`src/rtl/elevator_pkg.sv`:
```
// Shared types and constants for the three-floor elevator scheduler.
// Latency: n/a (types, constants and pure helper functions only).
// Backpressure: n/a.
package elevator_pkg;

    typedef enum logic [2:0] {
        S_IDLE         = 3'd0,
        S_MOVING       = 3'd1,
        S_DOOR_OPENING = 3'd2,
        S_DOOR_OPEN    = 3'd3,
        S_DOOR_CLOSING = 3'd4
    } sched_state_t;

    // door_status encodings
    localparam logic [1:0] DOOR_CLOSED  = 2'b00;
    localparam logic [1:0] DOOR_OPENING = 2'b01;
    localparam logic [1:0] DOOR_OPEN    = 2'b10;
    localparam logic [1:0] DOOR_CLOSING = 2'b11;

    // floor numbers
    localparam logic [1:0] ST_FLOOR = 2'd0;
    localparam logic [1:0] ND_FLOOR = 2'd1;
    localparam logic [1:0] RD_FLOOR = 2'd2;

    function automatic int max3(input int a, input int b, input int c);
        int m;
        m = (a > b) ? a : b;
        return (m > c) ? m : c;
    endfunction

    // True when some pending call lies strictly beyond flr in the given direction.
    function automatic logic req_ahead(input logic [2:0] req, input logic [1:0] flr,
                                       input logic up);
        logic r;
        r = 1'b0;
        case (flr)
            ST_FLOOR: r = up ? |req[2:1] : 1'b0;
            ND_FLOOR: r = up ? req[2]    : req[0];
            RD_FLOOR: r = up ? 1'b0      : |req[1:0];
            default:  r = 1'b0;
        endcase
        return r;
    endfunction

endpackage

```
`src/rtl/sched_timer.sv`:
```
// Loadable down-counter shared by all timed scheduler states; done while the count is zero.
// Latency: load takes effect on the next edge; count holds at zero once reached.
// Backpressure: none (load always accepted).
// Ports: clk, rst (async active-high), load/value (reload), done (count == 0).
module sched_timer #(
    parameter int W = 5
) (
    input  logic         clk,
    input  logic         rst,
    input  logic         load,
    input  logic [W-1:0] value,
    output logic         done
);

    logic [W-1:0] r_cnt;

    always_ff @(posedge clk or posedge rst) begin
        if (rst) begin
            r_cnt <= '0;
        end else if (load) begin
            r_cnt <= value;
        end else if (r_cnt != '0) begin
            r_cnt <= r_cnt - W'(1);
        end
    end

    assign done = (r_cnt == '0);

endmodule

```
`src/rtl/elevator_scheduler.sv`:
```
// SCAN elevator controller: latches per-floor calls, sequences travel and the door cycle.
// Latency: call visible on req_led one edge after sampling; IDLE acts on the following edge.
// Backpressure: none; calls are level-sampled every cycle and latched until serviced.
// Ports: clk, rst (async active-high), call_req[2:0], obstruct (only with DOOR_REOPEN_EN),
//        floor[1:0], is_moving, dir_up, door_status[1:0], req_led[2:0].
// Build option: define DOOR_REOPEN_EN to add the obstruct input and door reopening.
module elevator_scheduler
    import elevator_pkg::*;
#(
    parameter int TRAVEL_CYCLES = 16,
    parameter int DOOR_CYCLES   = 4,
    parameter int OPEN_CYCLES   = 8
) (
    input  logic       clk,
    input  logic       rst,
`ifdef DOOR_REOPEN_EN
    input  logic       obstruct,
`endif
    input  logic [2:0] call_req,
    output logic [1:0] floor,
    output logic       is_moving,
    output logic       dir_up,
    output logic [1:0] door_status,
    output logic [2:0] req_led
);

    localparam int TW = $clog2(max3(TRAVEL_CYCLES, DOOR_CYCLES, OPEN_CYCLES)) + 1;

    // Timers count N-1 down to 0 so each timed state lasts exactly N cycles.
    localparam logic [TW-1:0] TRV_LD  = TW'(TRAVEL_CYCLES - 1);
    localparam logic [TW-1:0] DOOR_LD = TW'(DOOR_CYCLES - 1);
    localparam logic [TW-1:0] OPEN_LD = TW'(OPEN_CYCLES - 1);

    sched_state_t  r_state;
    logic [1:0]    r_floor;
    logic          r_dir;
    logic [2:0]    r_req;

    sched_state_t  w_state_nxt;
    logic [1:0]    w_floor_nxt;
    logic [1:0]    w_step_floor;
    logic          w_dir_nxt;
    logic          w_load;
    logic [TW-1:0] w_ld_val;
    logic          w_done;
    logic [2:0]    w_flr_oh;
    logic          w_here;
    logic          w_obs;
    logic          w_reopen;
    logic [2:0]    w_set;
    logic [2:0]    w_clr;

    assign w_flr_oh = 3'b001 << r_floor;
    assign w_here   = |(call_req & w_flr_oh);

`ifdef DOOR_REOPEN_EN
    assign w_obs    = obstruct;
    assign w_reopen = obstruct | w_here;
`else
    assign w_obs    = 1'b0;
    assign w_reopen = 1'b0;
`endif

    sched_timer #(.W(TW)) u_timer (
        .clk   (clk),
        .rst   (rst),
        .load  (w_load),
        .value (w_ld_val),
        .done  (w_done)
    );

    always_comb begin
        w_state_nxt  = r_state;
        w_floor_nxt  = r_floor;
        w_dir_nxt    = r_dir;
        w_load       = 1'b0;
        w_ld_val     = '0;
        w_step_floor = r_dir ? (r_floor + 2'd1) : (r_floor - 2'd1);
        case (r_state)
            S_IDLE: begin
                if (|(r_req & w_flr_oh)) begin
                    w_state_nxt = S_DOOR_OPENING;
                    w_load      = 1'b1;
                    w_ld_val    = DOOR_LD;
                end else if (req_ahead(r_req, r_floor, r_dir)) begin
                    w_state_nxt = S_MOVING;
                    w_load      = 1'b1;
                    w_ld_val    = TRV_LD;
                end else if (req_ahead(r_req, r_floor, ~r_dir)) begin
                    w_dir_nxt   = ~r_dir;
                    w_state_nxt = S_MOVING;
                    w_load      = 1'b1;
                    w_ld_val    = TRV_LD;
                end
            end
            S_MOVING: begin
                if (w_done) begin
                    w_floor_nxt = w_step_floor;
                    // End floors pin the scan direction so the next sweep turns around.
                    if (w_step_floor == ST_FLOOR) begin
                        w_dir_nxt = 1'b1;
                    end else if (w_step_floor == RD_FLOOR) begin
                        w_dir_nxt = 1'b0;
                    end
                    if (|(r_req & (3'b001 << w_step_floor))) begin
                        w_state_nxt = S_DOOR_OPENING;
                        w_load      = 1'b1;
                        w_ld_val    = DOOR_LD;
                    end else if (req_ahead(r_req, w_step_floor, r_dir)) begin
                        w_load   = 1'b1;
                        w_ld_val = TRV_LD;
                    end else begin
                        w_state_nxt = S_IDLE;
                    end
                end
            end
            S_DOOR_OPENING: begin
                if (w_done) begin
                    w_state_nxt = S_DOOR_OPEN;
                    w_load      = 1'b1;
                    w_ld_val    = OPEN_LD;
                end
            end
            S_DOOR_OPEN: begin
                // A same-floor call (or obstruction) restarts the full hold time.
                if (w_here || w_obs) begin
                    w_load   = 1'b1;
                    w_ld_val = OPEN_LD;
                end else if (w_done) begin
                    w_state_nxt = S_DOOR_CLOSING;
                    w_load      = 1'b1;
                    w_ld_val    = DOOR_LD;
                end
            end
            S_DOOR_CLOSING: begin
                if (w_reopen) begin
                    w_state_nxt = S_DOOR_OPENING;
                    w_load      = 1'b1;
                    w_ld_val    = DOOR_LD;
                end else if (w_done) begin
                    w_state_nxt = S_IDLE;
                end
            end
            default: w_state_nxt = S_IDLE;
        endcase
    end

    // Same-floor calls are dropped while the door is opening/open; entering
    // DOOR_OPENING clears that floor's latch and wins over a simultaneous set.
    assign w_set = call_req & ~(((r_state == S_DOOR_OPENING) || (r_state == S_DOOR_OPEN))
                                ? w_flr_oh : 3'b000);
    assign w_clr = ((w_state_nxt == S_DOOR_OPENING) && (r_state != S_DOOR_OPENING))
                   ? (3'b001 << w_floor_nxt) : 3'b000;

    always_ff @(posedge clk or posedge rst) begin
        if (rst) begin
            r_state <= S_IDLE;
            r_floor <= ST_FLOOR;
            r_dir   <= 1'b1;
            r_req   <= 3'b000;
        end else begin
            r_state <= w_state_nxt;
            r_floor <= w_floor_nxt;
            r_dir   <= w_dir_nxt;
            r_req   <= (r_req | w_set) & ~w_clr;
        end
    end

    always_comb begin
        door_status = DOOR_CLOSED;
        case (r_state)
            S_DOOR_OPENING: door_status = DOOR_OPENING;
            S_DOOR_OPEN:    door_status = DOOR_OPEN;
            S_DOOR_CLOSING: door_status = DOOR_CLOSING;
            default:        door_status = DOOR_CLOSED;
        endcase
    end

    assign floor     = r_floor;
    assign is_moving = (r_state == S_MOVING);
    assign dir_up    = r_dir;
    assign req_led   = r_req;

endmodule

```
`config.mk`:
```
export PLATFORM = sky130hd
export DESIGN_NAME = elevator_scheduler
export DESIGN_NICKNAME = d
export VERILOG_FILES = /design/src/rtl/elevator_pkg.sv /design/src/rtl/sched_timer.sv /design/src/rtl/elevator_scheduler.sv
export SDC_FILE = /design/constraint.sdc
export NUM_CORES = 1
export LEC_CHECK = 0
export ABC_AREA = 1
export CAP_MARGIN = 40
export CORE_MARGIN = 5
export CORE_UTILIZATION = 49
export CTS_BUF_LIST = sky130_fd_sc_hd__clkbuf_16
export DETAILED_ROUTE_END_ITERATION = 12
export PLACE_DENSITY = 0.75
export SYNTH_ARGS = -nofsm -noshare
export SYNTH_HDL_FRONTEND = slang
export SYNTH_SLANG_ARGS = --single-unit
```
`constraint.sdc`:
```
create_clock -name clk -period 1.8 [get_ports clk]
set_input_delay 0.54 -clock clk [delete_from_list [all_inputs] [get_ports clk]]
set_output_delay 0.54 -clock clk [all_outputs]
set_load 0.01 [all_outputs]
```
Yosys cells after proc, flatten, opt, wreduce, memory -nomap -nowiden
Index checks and enable logic that the tools add are counted.

Output and inout bits: 9. Register bits after elaboration: 14. Word-level logic and storage cells: 112. Bits of input ports: 5.

Multiplexer cells: 62. Bitwise operators: 9. Equality and inequality tests: 15. Reduce and logical (&&, ||, !) cells: 15. Add/subtract/negate cells: 3. Shift operators: 3.

Operator list (count): $mux W3 (14); $mux W1 (28); $mux W4 (6); $pmux W4 S4 (1); $and A3 B3 Y3 (5); $pmux W3 S5 (1); $mux W5 (2); $eq A3 B2 Y1 const B (3); $pmux W1 S3 (3); $reduce_or A3 Y1 (3); $shl A1 B2 Y3 const A (3); $mux W2 (4); $ne A2 B2 Y1 const B (3); $not A3 Y3 (2); $pmux W2 S3 (1); $reduce_and A6 Y1 (1); $logic_not A5 Y1 (1); $reduce_bool A5 Y1 (1); $sub A5 B1 Y5 const B (1); $eq A2 B1 Y1 const B (2); $eq A2 B2 Y1 const B (2); $logic_not A2 Y1 (2); $pmux W1 S4 (1); $reduce_bool A2 Y1 (2); other kinds (14) (15).

Logic depth before layout (Yosys ltp)
Depth after elaboration: 17. Gate-level depth with buffers: 15. Gate-level depth less buffers: 14.

By module
From an unflattened synthesis, not the netlist that was laid out.

Cell total of the unflattened synthesis: 178. Area total of the unflattened synthesis: 1201.2 µm².

By module, submodules not included: elevator_scheduler (cells an instance 138, area an instance 907.1 µm², times used 1, seq. area each 226.5 µm²); sched_timer (cells an instance 40, area an instance 294.0 µm², times used 1, seq. area each 125.1 µm²).

Worst setup path after synthesis
No wires, ideal clock.

Path kind: reg-to-reg. Start point: register r_floor[0] (netlist: floor[0]). End point: register r_req[2] (netlist: req_led[2]). Clock period less this slack: 2068 ps. Buffers on the path: 1. Required time: 1681 ps. Stages on the path, launching flop included: 16. Slack: -268 ps. Library setup time: 119 ps. Arrival time: 1949 ps. Path through: dfrtp_1 -> buf_2 -> inv_1 -> ha_1 -> inv_1 -> nand2_1 -> nand2_4 -> nand3_2 -> nand2_1 -> nor2_1 -> nand2_1 -> nand2_1 -> nand2_1 -> nand4_1 -> nor2_1 -> nor2_1.

Word-level cells in the longest chain between the ends: 16. Elaborated cells between the ends (all ways): 48. Those cells by class: add/sub: 2; eq/ne: 5; shift: 3; mux: 24; bitwise: 8; reduce/logical: 6.

RTL lines: start: declaration (line elevator_scheduler.sv:35) `logic [1:0] r_floor;`; start signal: assignment (line elevator_scheduler.sv:163) `r_floor <= w_floor_nxt;`; $sub A2 B1 Y2 / $add A2 B1 Y2 (equally long branches) (line elevator_scheduler.sv:78) `w_step_floor = r_dir ? (r_floor + 2'd1) : (r_floor - 2'd1);`; $mux W2 (line elevator_scheduler.sv:78); $eq A2 B2 Y1, or another cell as far along (line elevator_pkg.sv:36) `case (flr)`; $pmux W1 S3 (line elevator_pkg.sv:36); $mux W1 (line elevator_scheduler.sv:105) `if (|(r_req & (3'b001 << w_step_floor))) begin`; $mux W1 (line elevator_scheduler.sv:97) `if (w_done) begin`; $mux W1 (line elevator_scheduler.sv:79) `case (r_state)`; $mux W3 (line elevator_scheduler.sv:109) `end else if (req_ahead(r_req, w_step_floor, r_dir)) begin`; $mux W3 (line elevator_scheduler.sv:105); $mux W3 (line elevator_scheduler.sv:97); $pmux W3 S5 (line elevator_scheduler.sv:79); $eq A3 B2 Y1 (line elevator_scheduler.sv:152) `assign w_clr = ((w_state_nxt == S_DOOR_OPENING) && (r_state != S_DOOR_OPENING))`; $logic_and A1 B1 Y1 (line elevator_scheduler.sv:152); $mux W3 (line elevator_scheduler.sv:153) `? (3'b001 << w_floor_nxt) : 3'b000;`; $not A3 Y3 (line elevator_scheduler.sv:165) `r_req <= (r_req | w_set) & ~w_clr;`; $and A3 B3 Y3 (*) (line elevator_scheduler.sv:165); end signal: assignment (line elevator_scheduler.sv:165); end: declaration (line elevator_scheduler.sv:37) `logic [2:0] r_req;`.

Every way passes the cells marked *; elsewhere a longest branch is shown, timed or not. The select of a mux whose other input is x is not followed. A chain may end at the register's enable or synchronous reset.

Final worst setup path
Start point: register r_dir (netlist: dir_up). End point: register u_timer.r_cnt[3].

Word-level cells in the longest chain between the ends: 11. Elaborated cells between the ends (all ways): 40. Those cells by class: eq/ne: 2; shift: 1; mux: 33; bitwise: 1; reduce/logical: 3.

RTL lines: start: declaration (line elevator_scheduler.sv:36) `logic r_dir;`; start signal: assignment (line elevator_scheduler.sv:164) `r_dir <= w_dir_nxt;`; $mux W2 (line elevator_scheduler.sv:78); $eq A2 B2 Y1, or another cell as far along (line elevator_pkg.sv:36); $pmux W1 S3 (line elevator_pkg.sv:36); $mux W1 (line elevator_scheduler.sv:105); $mux W1 (line elevator_scheduler.sv:97); $mux W1 (line elevator_scheduler.sv:79); $mux W4 / $mux W1 (equally long branches) (line elevator_scheduler.sv:109); $mux W4 / $mux W1 (equally long branches) (line elevator_scheduler.sv:105); $mux W4 / $mux W1 (equally long branches) (line elevator_scheduler.sv:97); $pmux W4 S4 / $pmux W1 S4 (equally long branches) (line elevator_scheduler.sv:79); $mux W5 / $reduce_bool A2 Y1 (equally long branches); end signal: assignment (line sched_timer.sv:21) `r_cnt <= value;`; end signal: assignment (line sched_timer.sv:23) `r_cnt <= r_cnt - W'(1);`; end: declaration (line sched_timer.sv:15) `logic [W-1:0] r_cnt;`.

Several ways; a longest one is shown, not always the timed one. The select of a mux whose other input is x is not followed.

==> key figures <==
Run status
  • Status: complete, but fails checks
  • Violated checks: negative setup slack

Placed design
  • GP Congestion: 0.8582
  • Port Buffers: 13
  • Post-DP HPWL: 2382 microns

Final layout
  • Share of layout cells above drive strength 1: 50.00%
  • Area Overhead vs Synth: 65.08%
  • Fin nets: 235
  • Commonest non-fill, non-tap cell in the layout: buf_4
  • Number of antenna diodes: 0
  • Commonest non-fill, non-tap cells in the layout: buf_4, nand2_1, inv_1
  • Fillers: 123

STA
  • Relative slew slack: 62.97%
  • Period utilization: 105.6%
  • Setup repair after global routing missed its margin: yes
  • Post-route clock skew: 1.647 ps
  • Min Hold Slack: 580.1 ps
  • Crit path time final: 1901 ps
  • Slew @ Worst Pin: 554.9 ps
  • Final setup vio count: 7
  • PnR worst setup slack: -100.6 ps
  • Fin. max-slew vios: 0
  • Final hold vios: 0
  • Fmax: 526.2 MHz

Clock network
  • Htree depth: 1
  • Cts bufs inserted: 3
  • Clock Tree Root: clkbuf_16
  • CTS clk-pin slew, worst paths: 50 ps
  • Skew-Pair Late Insertion Delay: 240 ps
  • TritonCTS clock tree: done
  • CTS Buffer Depth: 2
  • Clock Sinks: 14

Worst setup path
  • Delay-heaviest family, CP: simple AND/OR/NAND/NOR gates
  • Crit Path Category: flip-flop to flip-flop
  • Worst Path Required: 1930 ps
  • Crit-path slowest cell: dfstp_2
  • Crit path max fanout: 6
  • Buf/Inv on CP: 0
  • CP Capture Type: flip-flop
  • Critical Path AT: 2030 ps
  • Worst path cell trace: o21ai_1 -> nand2_1 -> nand3_1 -> nand2_1 -> nand2_2 -> o21ai_2 -> nand3_1 -> nand2_2 -> nor2_2
  • Worst path max stage delay: 630 ps
  • CP Launch Type: flip-flop

Detailed routing
  • Met2 WL: 2253 microns
  • Routed WL: 4364 microns
  • Top sig layer: met4
  • Antenna viol nets, final: 0
  • Detailed Routing Iterations Pass 1: 4
  • Via Count: 1430
  • DR vias/cell: 5.675
  • DRC violations left: 0
  • Wire length per cell: 17.32 microns
  • WL met3: 275 microns
  • M1 WL: 1642 microns
  • DR iter-0 viols: 61

Die
  • Die Span X: 58.60 microns
  • Row count: 17
  • IO Count: 14
  • Initial Util: 51.82%
  • Die area: 3434 sq um
  • Core area: 2233 sq um
  • Chip Height: 58.60 microns

Global routing
  • Gr ovfl total: 0
  • Vias in the first global route: 1415
  • Largest net degree at the start of global routing: 15
  • Number of antenna violations at the first check in global routing: 0
  • GR Util All Layers: 24.34%
  • First-pass GRT wire length: 6375 microns

Power
  • Pwr Density: 2176 nW/um^2
  • P_leak: 0.9608 nW
  • Maximum vdd drop: 0.001865 V
  • Final Power: 4.157 mW

Yosys
  • Post-synthesis sequential area ratio: 30.38%
  • Synth warn: 0
  • Seq cells post-synth: 14
  • Post-Synthesis Cells: 166
  • Syn nets: 176
  • Post-synthesis cell type count: 27
  • Post-synthesis average cell area: 6.972 sq um
  • Cell Area, Synth: 1157 sq um

Hold path
  • Worst hold path type: flip-flop to flip-flop

Run
  • Max Cap Viol: 0
-- flip-flops by register name, summed over array words and instances, names as in the netlist --
| register | cells |
|---|---|
| u_timer.r_cnt | 5 |
| r_state | 3 |
| floor | 2 |
| dir_up | 1 |
| req_led | 3 |
-- where the power goes --
| group | internal [mW] | switching [mW] | total [mW] |
|---|---|---|---|
| sequential | 0.462 | 0.179 | 0.640 |
| combinational | 1.34 | 1.75 | 3.09 |
| clock | 0.294 | 0.130 | 0.424 |
| total | 2.10 | 2.06 | 4.16 |
-- logic make-up (layout without fill, tap and decap cells) --
group / Yosys count / in the layout / share of synthesized area (%)
simple gates: 95 / 95 / 42.16
buf+inv: 27 / 85 / 8.865
compound gates: 22 / 22 / 10.27
flops: 14 / 14 / 30.38
fa+ha+maj: 5 / 5 / 5.405
xor+xnor: 3 / 3 / 2.920
-- path summary, 6_finish.rpt --
kind	from	endpoint	slack (ps)	cells after the start
worst max register to register	dir_up$_DFFE_PP1P_	u_timer.r_cnt[3]$_DFFE_PP0P_	-100	9
min in group asynchronous	rst	u_timer.r_cnt[0]$_DFFE_PP0P_	650	2
worst min register to register	u_timer.r_cnt[4]$_DFFE_PP0P_	u_timer.r_cnt[4]$_DFFE_PP0P_	580	2
worst max-delay path	dir_up$_DFFE_PP1P_	u_timer.r_cnt[3]$_DFFE_PP0P_	-100	9
max in group asynchronous	rst	req_led[1]$_DFF_PP0_	750	2
worst min-delay path	u_timer.r_cnt[4]$_DFFE_PP0P_	u_timer.r_cnt[4]$_DFFE_PP0P_	580	2
-- cells in the mapped netlist, drive strengths merged --
cell	n	area, sq um
a21oi	8	40.04
xor2	2	25.03
buf	1	5.000
nor3	2	21.27
xnor2	1	8.760
dfrtp	13	325.3
dfstp	1	26.28
nor2	23	120.1
inv	26	97.60
o22ai	1	6.260
ha	5	62.56
o21ai	12	63.81
nand2	50	210.2
nand3	15	105.1
o2111ai	1	8.760
nand4	5	31.28
-- worst min-delay path: stages (launching register included) --
cell and delay (ps):
dfrtp_1 400, o21ai_0 90, nor2_1 50
-- final cells by class --
cell class	instances	area [sq um]	area share, %
repair buffers	55	451.7	23.64
well taps	28	35.03	1.834
clock buffers	3	75.07	3.929
flip-flops and latches	14	357.8	18.73
inverters	26	107.6	5.632
multi-input cells	125	879.6	46.04
clock inverters	1	3.754	0.1965
-- routing by layer --
metal  vias to the layer above  track usage [%]
met5                         -                0
met4                         0            11.33
met3                        21            3.947
met2                        90            44.02
met1                       667            27.76
li1                        652                -
-- repair_timing --
item                       in CTS  in global routing
setup endpoints to repair      16                 14
resized for setup              48                 23
hold buffers                    0                  0
pin swaps                      12                 16
setup buffers                  11                 10
-- per-stage QoR --
| stage | cells | setup TNS (ps) | utilization [%] | area (sq um) | setup WS (ps) |
|---|---|---|---|---|---|
| final | 252 | -427.5 | 85.55 | 1911 | -100.6 |
| after global placement | 228 | -1421 | 67.62 | 1510 | -205.1 |
| after floorplan | 166 | -82.82 | - | 1191 | -32.99 |
| after detailed placement | 228 | -2038 | 67.62 | 1510 | -261.9 |
| after global routing | 252 | -1274 | 85.55 | 1911 | -231.7 |
| after CTS | 242 | -95.01 | 79.10 | 1767 | -29.45 |
No activity file was read; power rests on OpenSTA's default activity.
==> patch (config.mk and constraints unchanged) <==
The option `DOOR_REOPEN_EN` is turned on by a define.
--- a/src/rtl/elevator_scheduler.sv
+++ b/src/rtl/elevator_scheduler.sv
@@ -5,4 +5,6 @@
 //        floor[1:0], is_moving, dir_up, door_status[1:0], req_led[2:0].
 // Build option: define DOOR_REOPEN_EN to add the obstruct input and door reopening.
+`define DOOR_REOPEN_EN
+
 module elevator_scheduler
     import elevator_pkg::*;
Interface: changed (added obstruct); port bits go from 14 to 15. The function was not compared with the original's and may differ.
==> patch against the unedited design <==
The flow still finishes with violations (negative setup slack); area after synthesis grew 7.4%; clock power grew 2%; utilization shrank 7.3 points; die area grew 6.1%; sequential power shrank 3.4%; clock skew grew 1.4 ps; wire length shrank 3.2%; design area grew 0.59%; synthesized cell count grew 3.6%; total power shrank 1.2%; final cell count grew 1.6%; worst setup slack gained 22 ps; global-route usage shrank 2.1 points; sequential cell count is the same; largest power group unchanged.
==> patch: results (changes against the unedited design) <==
* Status: finished, violations left (unchanged)
* Violated checks: negative setup slack (unchanged)
* Final WL at 4230 um (was 4360 um)
* Placement Setup Slack at -232 ps (was -262 ps)
* # nets final at 238 (was 235)
* Syn Area/Cell at 7.22 um^2 (was 6.97 um^2)
* Port Buf Inserts at 14 (was 13)
* Fillers at 139 (was 123)
* Post-DP Area at 1640 um^2 (was 1510 um^2)
* Post-synthesis cell type count at 34 (was 27)
* RD Place Congestion at 0.927 (was 0.858)
* Post-synth top cells: nand2_1, inv_1, dfrtp_1, nand3_1, nor2_1 (was nand2_1, inv_1, nor2_1, dfrtp_1, nand3_1)
* Least-Margin Pin Slew at 268 ps (was 555 ps)
* First-pass GRT wire length at 6030 um (was 6380 um)
* Endpoints failing setup at 7 (unchanged)
* Multi-input gate area at 902 um^2 (was 880 um^2)
* Ratio of cells with drive above 1 in the final layout at 47.3% (was 50.0%)
* First DRT Iteration DRCs at 100 (was 61)
* Peak VDD IR at 0.00160 V (was 0.00187 V)
* Worst setup margin at -79.0 ps (was -101 ps)
* Setup TNS at -343 ps (was -427 ps)
* DP HPWL at 2530 um (was 2380 um)
* Sequential area share after synthesis at 28.3% (was 30.4%)
* Non-filler instance count after layout at 256 (was 252)
* Post-CTS Setup Bufs at 3 (was 11)
## patch: final timing paths
check | depth (start not counted) | endpoint | start | slack [ps]
worst max-delay path | 10 | req_led[0] | floor[1] | -80
worst min-delay path | 2 | u_timer.r_cnt[0] | u_timer.r_cnt[0] | 520
worst max register to register | 10 | req_led[0] | floor[1] | -80
worst min register to register | 2 | u_timer.r_cnt[0] | u_timer.r_cnt[0] | 520
max in group asynchronous | 3 | dir_up | rst | 960
min in group asynchronous | 3 | u_timer.r_cnt[1] | rst | 600
## patch: cells by family after synthesis
| logic type | count (synthesis) | share of synthesized area [%] |
|---|---|---|
| compound gates | 17 | 8.86 |
| xor+xnor | 3 | 2.72 |
| fa+ha+maj | 5 | 5.04 |
| buf+inv | 30 | 9.57 |
| flops | 14 | 28.3 |
| simple gates | 103 | 45.5 |
## patch: where the power goes
group / switching (uW) / internal [uW] / total, uW
registers: 153 / 465 / 618
logic: 1720 / 1340 / 3060
clock network: 136 / 294 / 431
total: 2010 / 2100 / 4110
## patch: worst max-delay path: stages (launching register included)
cell,delay (ps)
dfrtp_2,410
inv_4,60
ha_4,180
a21oi_1,180
nand2_1,100
nand3_1,200
nand2_4,100
a21oi_2,200
nand4_4,140
nor2_2,120
nor2_1,60
## patch: cell type report
type | instances | area share (%)
Timing Repair Buffer | 51 | 22.1
Clock buffer | 3 | 3.91
Tap cell | 30 | 1.95
Inverter | 29 | 6.32
Multi-Input combinational cell | 128 | 46.9
Clock inverter | 1 | 0.195
Sequential cell | 14 | 18.6
## patch: routing by layer
layer	vias up	track usage, %	part of all wire, %
met5	-	0	0
met4	0	8.54	2.6
met3	16	2.98	6.7
met2	79	37.5	51
met1	677	29.0	40
li1	656	-	-
